===== src/rtl/seg_time_decoder.sv =====
// Monitors the six 7-segment digit buses of a clock display, debounces them, decodes
// each accepted pattern to BCD and flags any step that is not exactly +1 s.
module seg_time_decoder #(
  parameter int STABLE_CYCLES = 2,
  parameter bit ACTIVE_LOW    = 1'b0,
  parameter int ERR_W         = 8
) (
  input  logic             clk,
  input  logic             reset,
  input  logic [6:0]       sec_ones_seg,
  input  logic [6:0]       sec_tens_seg,
  input  logic [6:0]       min_ones_seg,
  input  logic [6:0]       min_tens_seg,
  input  logic [6:0]       hour_ones_seg,
  input  logic [6:0]       hour_tens_seg,
  input  logic             clear_err,
  output logic [23:0]      time_bcd,
  output logic             time_strobe,
  output logic             step_err,
  output logic             invalid,
  output logic             locked,
  output logic [ERR_W-1:0] err_count
);

  localparam int CW = (STABLE_CYCLES < 2) ? 1 : $clog2(STABLE_CYCLES + 1);
  localparam logic [CW-1:0] STAB_MAX = CW'(STABLE_CYCLES);

  typedef enum logic {ACQUIRE = 1'b0, TRACK = 1'b1} state_t;

  state_t        state;
  logic [41:0]   seg_in, seg_q, last_raw;
  logic [CW-1:0] stab_cnt;
  logic          attempted;
  logic [3:0]    dig [6];
  logic [4:0]    dec_r;
  logic          all_ok, legal, accept;
  logic [23:0]   dec_bcd, next_bcd;
  logic [3:0]    so, st, mo, mt, ho, ht;
  logic [3:0]    n_so, n_st, n_mo, n_mt, n_ho, n_ht;

  assign seg_in = {hour_tens_seg, hour_ones_seg, min_tens_seg,
                   min_ones_seg, sec_tens_seg, sec_ones_seg};

  // Returns {digit_ok, bcd}; polarity is normalised before the table lookup.
  function automatic logic [4:0] decode_digit(input logic [6:0] seg);
    logic [6:0] s;
    s = ACTIVE_LOW ? ~seg : seg;
    case (s)
      7'h3F:   return {1'b1, 4'd0};
      7'h06:   return {1'b1, 4'd1};
      7'h5B:   return {1'b1, 4'd2};
      7'h4F:   return {1'b1, 4'd3};
      7'h66:   return {1'b1, 4'd4};
      7'h6D:   return {1'b1, 4'd5};
      7'h7D:   return {1'b1, 4'd6};
      7'h07:   return {1'b1, 4'd7};
      7'h7F:   return {1'b1, 4'd8};
      7'h6F:   return {1'b1, 4'd9};
      default: return 5'd0;
    endcase
  endfunction

  // NOTE: every signal written in a combinational block gets a value on every path,
  // otherwise synthesis infers a latch to hold the old value.
  always_comb begin
    all_ok = 1'b1;
    dec_r  = 5'd0;
    for (int i = 0; i < 6; i++) begin
      dec_r  = decode_digit(seg_q[i*7 +: 7]);
      dig[i] = dec_r[3:0];
      all_ok = all_ok & dec_r[4];
    end
    dec_bcd = {dig[5], dig[4], dig[3], dig[2], dig[1], dig[0]};
    legal   = all_ok && (dig[1] <= 4'd5) && (dig[3] <= 4'd5) &&
              ((dig[5] < 4'd2) || ((dig[5] == 4'd2) && (dig[4] <= 4'd3)));
  end

  // Expected successor of the last accepted time, one second later.
  assign {ht, ho, mt, mo, st, so} = time_bcd;

  always_comb begin
    {n_ht, n_ho, n_mt, n_mo, n_st, n_so} = time_bcd;
    if (so != 4'd9) n_so = so + 4'd1;
    else begin
      n_so = 4'd0;
      if (st != 4'd5) n_st = st + 4'd1;
      else begin
        n_st = 4'd0;
        if (mo != 4'd9) n_mo = mo + 4'd1;
        else begin
          n_mo = 4'd0;
          if (mt != 4'd5) n_mt = mt + 4'd1;
          else begin
            n_mt = 4'd0;
            if (ht == 4'd2 && ho == 4'd3) begin
              n_ht = 4'd0;
              n_ho = 4'd0;
            end else if (ho == 4'd9) begin
              n_ho = 4'd0;
              n_ht = ht + 4'd1;
            end else begin
              n_ho = ho + 4'd1;
            end
          end
        end
      end
    end
    next_bcd = {n_ht, n_ho, n_mt, n_mo, n_st, n_so};
  end

  assign accept = (stab_cnt == STAB_MAX) &&
                  ((seg_q != last_raw) || (state == ACQUIRE && !attempted));
  assign locked = (state == TRACK);

  // NOTE: all state updates use non-blocking assignments so every register sees the
  // pre-edge values of the others, matching real flip-flop behaviour.
  always_ff @(posedge clk or posedge reset) begin
    if (reset) begin
      state       <= ACQUIRE;
      seg_q       <= '0;
      last_raw    <= '0;
      stab_cnt    <= '0;
      attempted   <= 1'b0;
      time_bcd    <= '0;
      time_strobe <= 1'b0;
      step_err    <= 1'b0;
      invalid     <= 1'b0;
      err_count   <= '0;
    end else begin
      seg_q <= seg_in;
      if (seg_in != seg_q)          stab_cnt <= CW'(1);
      else if (stab_cnt != STAB_MAX) stab_cnt <= stab_cnt + CW'(1);

      time_strobe <= 1'b0;
      step_err    <= 1'b0;
      invalid     <= 1'b0;

      if (clear_err) begin
        // The coincident sample is dropped and the next stable one is re-evaluated.
        err_count <= '0;
        state     <= ACQUIRE;
        attempted <= 1'b0;
      end else if (accept) begin
        last_raw <= seg_q;
        if (legal) begin
          time_bcd    <= dec_bcd;
          time_strobe <= 1'b1;
          state       <= TRACK;
          if (state == TRACK && dec_bcd != next_bcd) begin
            step_err <= 1'b1;
            if (err_count != '1) err_count <= err_count + 1'b1;
          end
        end else begin
          invalid   <= 1'b1;
          state     <= ACQUIRE;
          attempted <= 1'b1;
          if (err_count != '1) err_count <= err_count + 1'b1;
        end
      end
    end
  end

endmodule

===== config.mk =====
export PLATFORM = sky130hd
export DESIGN_NAME = seg_time_decoder
export DESIGN_NICKNAME = d
export VERILOG_FILES = /design/src/rtl/seg_time_decoder.sv
export SDC_FILE = /design/constraint.sdc
export NUM_CORES = 1
export LEC_CHECK = 0
export ABC_AREA = 1
export CAP_MARGIN = 20
export CELL_PAD_IN_SITES_DETAIL_PLACEMENT = 1
export CELL_PAD_IN_SITES_GLOBAL_PLACEMENT = 1
export CORE_MARGIN = 4
export CORE_UTILIZATION = 30
export CTS_CLUSTER_DIAMETER = 200
export DETAILED_ROUTE_END_ITERATION = 7
export GPL_ROUTABILITY_DRIVEN = 0
export PLACE_DENSITY_LB_ADDON = 0.1
export SLEW_MARGIN = 10
export SYNTH_ARGS = -nofsm -noshare
export SYNTH_HDL_FRONTEND = slang
export SYNTH_SLANG_ARGS = --single-unit

===== constraint.sdc =====
create_clock -name clk -period 10.6 [get_ports clk]
set_input_delay 2.65 -clock clk [delete_from_list [all_inputs] [get_ports clk]]
set_output_delay 2.65 -clock clk [all_outputs]
set_load 0.05 [all_outputs]

Yosys cells after proc, flatten, opt, wreduce, memory -nomap -nowiden:

Cells that the tools add are included.

* memories: 0
* register bits: 123
* input port bits: 45
* bits in writable memories: 0
* memory bits (read-only): 0
* latch bits: 0
* output and inout bits: 36
* word-level logic and storage cells: 172

* mux-type cells: 50
* add/sub/neg operators: 8
* shift operators: 0
* bitwise gates (word level): 7
* $mul: 0
* eq/ne operators: 76
* reduce and logical (&&, ||, !) cells: 17
* magnitude comparators: 4
* div/mod/pow operators: 0

Operator list (number)
* $pmux W5 S10: 6
* $eq A7 B7 Y1 const B: 42
* $mux W4: 22
* $eq A7 B3 Y1 const B: 12
* $ne A42 B42 Y1: 2
* $eq A7 B6 Y1 const B: 6
* $mux W8: 5
* $add A4 B1 Y4 const B: 6
* $ne A24 B24 Y1: 1
* $mux W1: 15
* $eq A4 B2 Y1 const B: 3
* $add A8 B1 Y8 const B: 1
* $le A4 B3 Y1 const B: 2
* $logic_and A1 B1 Y1: 8
* $ne A4 B3 Y1 const B: 2
* $ne A4 B4 Y1 const B: 2
* $ne A8 B8 Y1 const B: 1
* $reduce_and A2 Y1: 3
* $and A1 B1 Y1: 5
* $eq A4 B4 Y1 const B: 1
* $le A4 B2 Y1 const B: 1
* $lt A4 B2 Y1 const B: 1
* $mux W2: 2
* $ne A2 B2 Y1 const B: 2
* other kinds (8): 11

Longest topological paths before layout:

Gate-level depths: netlist of run 1.

* depth after elaboration: 13
* depth in mapped cells: 21
* depth with buffers taken out: 21

Least setup slack after synthesis of run 1:

OpenSTA, ideal clock, no wires.

* path kind: in2reg
* start point: input hour_ones_seg[2]
* end point: register stab_cnt[0]
* data required time: 10473 ps
* cell stages on the path: 6
* setup time: 127 ps
* setup slack: 6903 ps
* path buffers: 0
* arrival time: 3570 ps
* path through: xor2_1 nor4_1 nand3_1 nor2_1 nand4_1 or2_2

* longest elaborated chain between the ends: 2
* elaborated cells on any way between the ends: 3
* those cells by class: eq/ne (1); mux (1); reduce/logical (1)

Ends and longest elaborated chain
* start: declaration: line 14 `input logic [6:0] hour_ones_seg,`
* $ne A42 B42 Y1 (*): line 131 `if (seg_in != seg_q) stab_cnt <= CW'(1);`
* $mux W2 or $reduce_bool A2 Y1 (tied branches)
* end signal: assignment: line 132 `else if (stab_cnt != STAB_MAX) stab_cnt <= stab_cnt + CW'(1);`
* end: declaration: line 32 `logic [CW-1:0] stab_cnt;`

Mark *: on every way between the ends. The rest lies on a longest branch, timed or not.
A chain may end at the register's enable or synchronous reset.

Final worst setup path of run 1:

* start point: input clear_err
* end point: register last_raw[41]

* longest elaborated chain between the ends: 2

Ends and longest elaborated chain
* start: declaration: line 16 `input logic clear_err,`
* $not A1 Y1 (no source line)
* $reduce_and A2 Y1 (no source line)
* end signal: assignment: line 144 `last_raw <= seg_q;`
* end: declaration: line 31 `logic [41:0] seg_in, seg_q, last_raw;`

No other way between the ends.

==> results of run 1 <==
[cells by family (layout without fill, tap and decap cells)]
kind of cell | Yosys count | after routing | synth area share
flip-flops | 123 | 123 | 0.398
AND/OR/NAND/NOR | 618 | 618 | 0.350
AO/OA/AOI/OAI | 90 | 90 | 0.0696
XOR/XNOR | 81 | 81 | 0.0918
buffers and inverters | 145 | 231 | 0.0777
adder cells (fa/ha/maj) | 8 | 8 | 0.0130
[synth_stat cells, drive strengths merged]
cell type | instances | share of area
clkbuf | 10 | 0.0058
nand3b | 3 | 0.0029
o211ai | 1 | 0.00097
ha | 8 | 0.013
nand2 | 319 | 0.16
or2 | 16 | 0.013
and2 | 1 | 0.00081
xnor2 | 28 | 0.032
dfrtp | 123 | 0.40
o22ai | 1 | 0.00081
xor2 | 53 | 0.060
nor3 | 19 | 0.012
nand3 | 76 | 0.050
clkinv | 1 | 0.00049
nor4 | 12 | 0.0097
nand4 | 34 | 0.028
nor2 | 137 | 0.074
a21boi | 1 | 0.00097
o21bai | 3 | 0.0029
a21oi | 7 | 0.0050
o21ai | 75 | 0.057
inv | 115 | 0.056
o21a | 1 | 0.00097
nor3b | 1 | 0.00097
o2111ai | 1 | 0.0011
buf | 19 | 0.016
[power groups by stage]
| stage | clock network [W] | logic (W) | registers [W] |
|---|---|---|---|
| floorplan | 0 | 0.0000691 | 0.000508 |
| global placement | 0 | 0.000119 | 0.000510 |
| detailed placement | 0 | 0.000120 | 0.000510 |
| CTS | 0.000656 | 0.000121 | 0.000501 |
| global route | 0.000679 | 0.000133 | 0.000503 |
| finish | 0.000639 | 0.000118 | 0.000501 |
[worst max path at each step]
stage / start / to / slack, ns
3_3_place_gp: clear_err / last_raw[36] / 5.67
6_report: clear_err / last_raw[41] / 5.98
4_1_cts: clear_err / last_raw[41] / 5.91
3_5_place_dp: clear_err / last_raw[17] / 5.52
5_1_grt: clear_err / last_raw[41] / 5.77
2_1_floorplan: reset / attempted / 4.68
[through the flow]
stage	util	hold slack [ns]	area, sq um	worst slack (ns)	instances
3_5_place_dp	0.349	0.487	8810	5.52	1449
3_3_place_gp	0.349	0.480	8810	5.67	1449
2_1_floorplan	-	0.450	7730	4.68	1065
5_1_grt	0.373	0.525	9430	5.77	1481
4_1_cts	0.373	0.501	9430	5.91	1481
6_report	0.373	0.498	9430	5.98	1481
[metal layers]
layer | global-route usage | vias to the layer above | part of all wire
met5 | 0 | - | 0
met4 | 0.0402 | 0 | 0.012
met3 | 0.0320 | 17 | 0.026
met2 | 0.316 | 78 | 0.50
met1 | 0.226 | 3410 | 0.46
li1 | - | 3531 | -
[registers in the layout, summed over array words and instances, names as in the netlist]
name         flops
time_strobe      1
last_raw        42
invalid          1
attempted        1
step_err         1
seg_q           42
locked           1
err_count        8
stab_cnt         2
time_bcd        24
[layout make-up]
cell class,instances,area (sq um)
fillers,3072,15800
multi-input cells,797,4050
flip-flops and latches,123,3080
repair buffers,83,823
inverters,116,440
clock buffers,18,439
well taps,330,413
clock inverters,14,184
[worst max-delay path: cells and delay by family]
family                 cells  cell delay, ns
buffers and inverters      3            1.81
AND/OR/NAND/NOR            1            0.16
AO/OA/AOI/OAI              1            0.22
==> results.toml, run 1 <==
[floorplanning]
fp-row-count = 58
die_area_sq_um = 28400
core_area_sq_um = 25300
floorplan.initialDensity = 0.306
io_pins = 81
dieWidth_microns = 168
die-height_microns = 168

[synthesis]
synth.yosys.seq_area_share = 0.398
syn_inst = 1065
synth.yosys.warnings = 0
synth.avg_cell_area_sq_um = 7.26
mapped_area_sq_um = 7730
synthDistinctLibCells = 37
synthesis.nets = 1118
number_of_synthesized_register_bits = 123

[critical_path]
reg2reg_setup_slack_ns = 7.47
cell_by_cell_trace_of_the_critical_path = "clkdlybuf4s50_1 > clkinv_1 > nand2_2 > buf_4 > o21ai_0"
r2r_path_end = "last_raw[41]"
slowest_stage = "sky130_fd_sc_hd__clkdlybuf4s50_1"
data_required_critical_path_ns = 10.86
max_stage_delay_ns = 0.80
worstSetupStartpointType = "input port"
timing.critical_path.to_type = "flip-flop"
worstPathMaxFanout = 81
critical_path.reg2reg.startpoint = "seg_q[11]"
critical_path_arrival_ns = 4.88
ff2ff_path_depth = 10
critPathKind = "input port to flip-flop"

[timing]
period_needed_ns = 4.62
final_max_slew_viol_count = 0
achievable-frequency_mhz = 217
timing.setup.tns_ns = 0
tightest_slew_ns = 0.958
finalHoldViolations = 0
layout_worst_path_cycle_share = 0.436
worst_relative_slew_slack = 0.361
timing.final.setup_violations = 0
grt_setup_unrepaired = "no"
clock_skew_ns = 0.0141

[clock_tree]
clk_transition_reported_paths_ns = 0.06
post_cts_hold_buffer_count = 0
cts.repair_timing.setup_buffer_count = 0
cts-resized-gates = 0
cts_max_path_buffers = 2
htree_levels = 4
clk_latency_ns = 0.43
tritoncts_clock_tree = "yes"
cts-buffers-inserted = 17
clock_tree.root_cell = "sky130_fd_sc_hd__clkbuf_16"
cts_sinks = 123

[power_and_ir_drop]
total_power_w = 0.00126
max-vdd-ir-drop_mv = 0.0852
clkPwrFrac = 0.508
seq_power_share = 0.398
power_density_nw_per_um2 = 133
cellInternalPower_w = 0.000908
switching_power_w = 0.000349
leakage_power_total_nw = 4.48
combinational_power_share = 0.094
power.switching_fraction = 0.277

[layout]
layout_commonest_cell = "sky130_fd_sc_hd__nand2_1"
layout-drive-gt1-share = 0.0817
area_delta_synth_final_pct = 22.0
mostFrequentLayoutCells = "sky130_fd_sc_hd__nand2_1 (311), sky130_fd_sc_hd__nor2_1 (126), sky130_fd_sc_hd__dfrtp_1 (123), sky130_fd_sc_hd__inv_1 (110), sky130_fd_sc_hd__clkdlybuf4s50_1 (80)"
nNetsFinal = 1191
num_antenna_cells = 0

[detailed_routing]
drtPass1Iterations = 5
drt-wirelength-per-cell_microns = 16.4
final_antenna_net_count = 0
viasPerCell = 4.75
route.detailed.drc = 0
drtIter0Drc = 374
route.final.wire_length_mm = 24.2
vias = 7036

[hold_path]
hold_path_depth = 2
holdCritStartpoint = "last_raw[31]"
worst_min_delay_path_class = "flip-flop to flip-flop"
worstHoldEndpoint = "last_raw[31]"

[placed_design]
hpwlAfterDp_mm = 18.4
io_buffers = 80

[grt]
grt_pass1_vias = 7529
largest_net_degree_at_the_start_of_global_routing = 82
grt_util_all_layers = 0.178
grt_pass1_wl_mm = 40.3
grt_antenna_before_repair = 0
gr_overflow_total = 0

[run]
max-cap-violations = 0

[outcome]
outcome = "complete, no violations"
Note: power is estimated with default switching activity, not from simulation.
==> inputs of run 2 (changes only) <==
clock period = 3.8 ns   (was 10.6 ns; I/O delays follow)
==> run 2 against run 1 <==
Against the previous run: non-clock buffer count grew 3; final cell count grew 0.20%; die area stayed put; sequential power rose to 2.8 times the previous value; global-route usage is 0.31 points lower; count of clock-buffer cells in the layout rose by 3; hold slack worse by 0.0082 ns; utilization about the same; largest cell class unchanged; clock skew down 0.00060 ns; sequential cell count stayed put.
==> results.toml, run 2 (synthesis results as in run 1) <==
[floorplanning]
die_area_sq_um = 28400
dieWidth_microns = 168
floorplan.initialDensity = 0.306
die-height_microns = 168
io_pins = 81
core_area_sq_um = 25300
fp-row-count = 58

[critical_path]
timing.critical_path.to_type = "flip-flop"
max_stage_delay_ns = 0.50
worstSetupStartpointType = "flip-flop"
cell_by_cell_trace_of_the_critical_path = "xnor2_1 > nand4_1 > nor4_1 > nand4_1 > nand2_1 > inv_1 > nand2_2 > buf_12 > nand2_1 > o21ai_2"
data_required_critical_path_ns = 4.15
critical_path_arrival_ns = 3.17
worstPathMaxFanout = 26
critPathKind = "flip-flop to flip-flop"
worst_path_dominant_cell_family = "simple AND/OR/NAND/NOR gates"
slowest_stage = "sky130_fd_sc_hd__nor4_1"
timing.critical_path.buf_inv = 2

[layout]
layout-drive-gt1-share = 0.0815
area_delta_synth_final_pct = 21.9
nNetsFinal = 1194
mostFrequentLayoutCells = "sky130_fd_sc_hd__nand2_1 (311), sky130_fd_sc_hd__nor2_1 (126), sky130_fd_sc_hd__dfrtp_1 (123), sky130_fd_sc_hd__inv_1 (110), sky130_fd_sc_hd__clkdlybuf4s50_1 (80)"
finish.cell_count_without_fillers = 1484
layout_commonest_cell = "sky130_fd_sc_hd__nand2_1"
layout_top_registers = "last_raw x42, seg_q x42, time_bcd x24"
fillers = 3130
num_antenna_cells = 0

[grt]
global_route.peak_usage_layer = "met2"
largest_net_degree_at_the_start_of_global_routing = 82
grtUsageMet2 = 0.305
grt_pass1_wl_mm = 39.0
grt_util_all_layers = 0.175
grt.met3_usage = 0.0297
gr_overflow_total = 0
grt_antenna_before_repair = 0
grt_pass1_vias = 7251
global_route.usage.met1 = 0.227

[power_and_ir_drop]
leakage_power_total_nw = 4.46
power_density_nw_per_um2 = 343
max-vdd-ir-drop_mv = 0.286

[timing]
tightest_slew_ns = 0.761
timing.setup.tns_ns = 0
worst_relative_slew_slack = 0.488
final_max_slew_viol_count = 0
timing.final.setup_violations = 0
finalHoldViolations = 0
grt_setup_unrepaired = "no"
clock_skew_ns = 0.0135
achievable-frequency_mhz = 354
period_needed_ns = 2.82
layout_worst_path_cycle_share = 0.743

[clock_tree]
clk_transition_reported_paths_ns = 0.06
clk_latency_ns = 0.43
cts-resized-gates = 0
cts-buffers-inserted = 17
tritoncts_clock_tree = "yes"
htree_levels = 4
cts_sinks = 123
cts.repair_timing.setup_buffer_count = 0
cts_max_path_buffers = 2
post_cts_hold_buffer_count = 0
clock_tree.root_cell = "sky130_fd_sc_hd__clkbuf_16"

[detailed_routing]
drtPass1Iterations = 4
drtIter0Drc = 279
vias = 6998
final_antenna_net_count = 0
viasPerCell = 4.72
route.detailed.drc = 0
route.final.wire_length_mm = 24.0
drt-wirelength-per-cell_microns = 16.2

[hold_path]
worst_min_delay_path_class = "flip-flop to flip-flop"

[outcome]
outcome = "complete, no violations"

[placed_design]
hpwlAfterDp_mm = 18.6
post-place-cells = 1452
io_buffers = 80

[run]
max-cap-violations = 0
-- run 2: changes by cell type in the layout (fill, tap and decap cells not counted), moves of 3 or more --
cell / before / now
sky130_fd_sc_hd__buf_12: 0 / 4
sky130_fd_sc_hd__inv_6: 5 / 2
sky130_fd_sc_hd__clkbuf_1: 0 / 3
sky130_fd_sc_hd__bufinv_16: 3 / 0
sky130_fd_sc_hd__clkinvlp_4: 1 / 4
-- run 2: final timing paths --
kind                              startpoint      endpoint  slack [ns]  cells past startpoint
max in group asynchronous              reset     seg_q[35]        2.08                      3
worst max-delay path                seg_q[9]   time_bcd[8]        0.98                     10
worst max register to register      seg_q[9]   time_bcd[8]        0.98                     10
worst min-delay path            last_raw[31]  last_raw[31]        0.49                      2
min in group asynchronous              reset  last_raw[13]        0.99                      2
worst min register to register  last_raw[31]  last_raw[31]        0.49                      2
-- run 2: worst min-delay path, cell delays in order (launching register included) --
cell                      delay [ns]
sky130_fd_sc_hd__dfrtp_1        0.35
sky130_fd_sc_hd__nand2_1        0.06
sky130_fd_sc_hd__nand2_1        0.05
-- run 2: final cells by class --
cell class,count,area [sq um],area share
Clock buffer,21,450,0.0478
Clock inverter,11,88.8,0.00943
Inverter,116,439,0.0466
Multi-Input combinational cell,797,4050,0.430
Sequential cell,123,3080,0.327
Tap cell,330,413,0.0438
Timing Repair Buffer,86,896,0.0951
-- run 2: where the power goes --
part	switching [W]	leakage, nW	internal [W]	total, W
registers	0.0000570	1.60	0.00134	0.00140
logic	0.000200	2.61	0.000132	0.000332
clock network	0.000647	0.254	0.000857	0.00150
-- run 2: layer usage --
metal	share of wire	vias to the layer above	wire, microns
met5	0	-	0
met4	0.0079	0	189
met3	0.025	13	600
met2	0.50	70	12100
met1	0.46	3373	11100
li1	-	3542	-
-- run 2: stage by stage --
| step | setup WS [ns] | utilization | area, sq um | hold slack, ns | power [W] |
|---|---|---|---|---|---|
| floorplan | 1.34 | - | 7730 | 0.450 | 0.00161 |
| global placement | 0.835 | 0.352 | 8880 | 0.477 | 0.00176 |
| finish | 0.975 | 0.373 | 9420 | 0.490 | 0.00323 |
| detailed placement | 0.782 | 0.352 | 8880 | 0.484 | 0.00176 |
| CTS | 0.993 | 0.373 | 9420 | 0.498 | 0.00330 |
| global route | 0.671 | 0.373 | 9420 | 0.520 | 0.00340 |
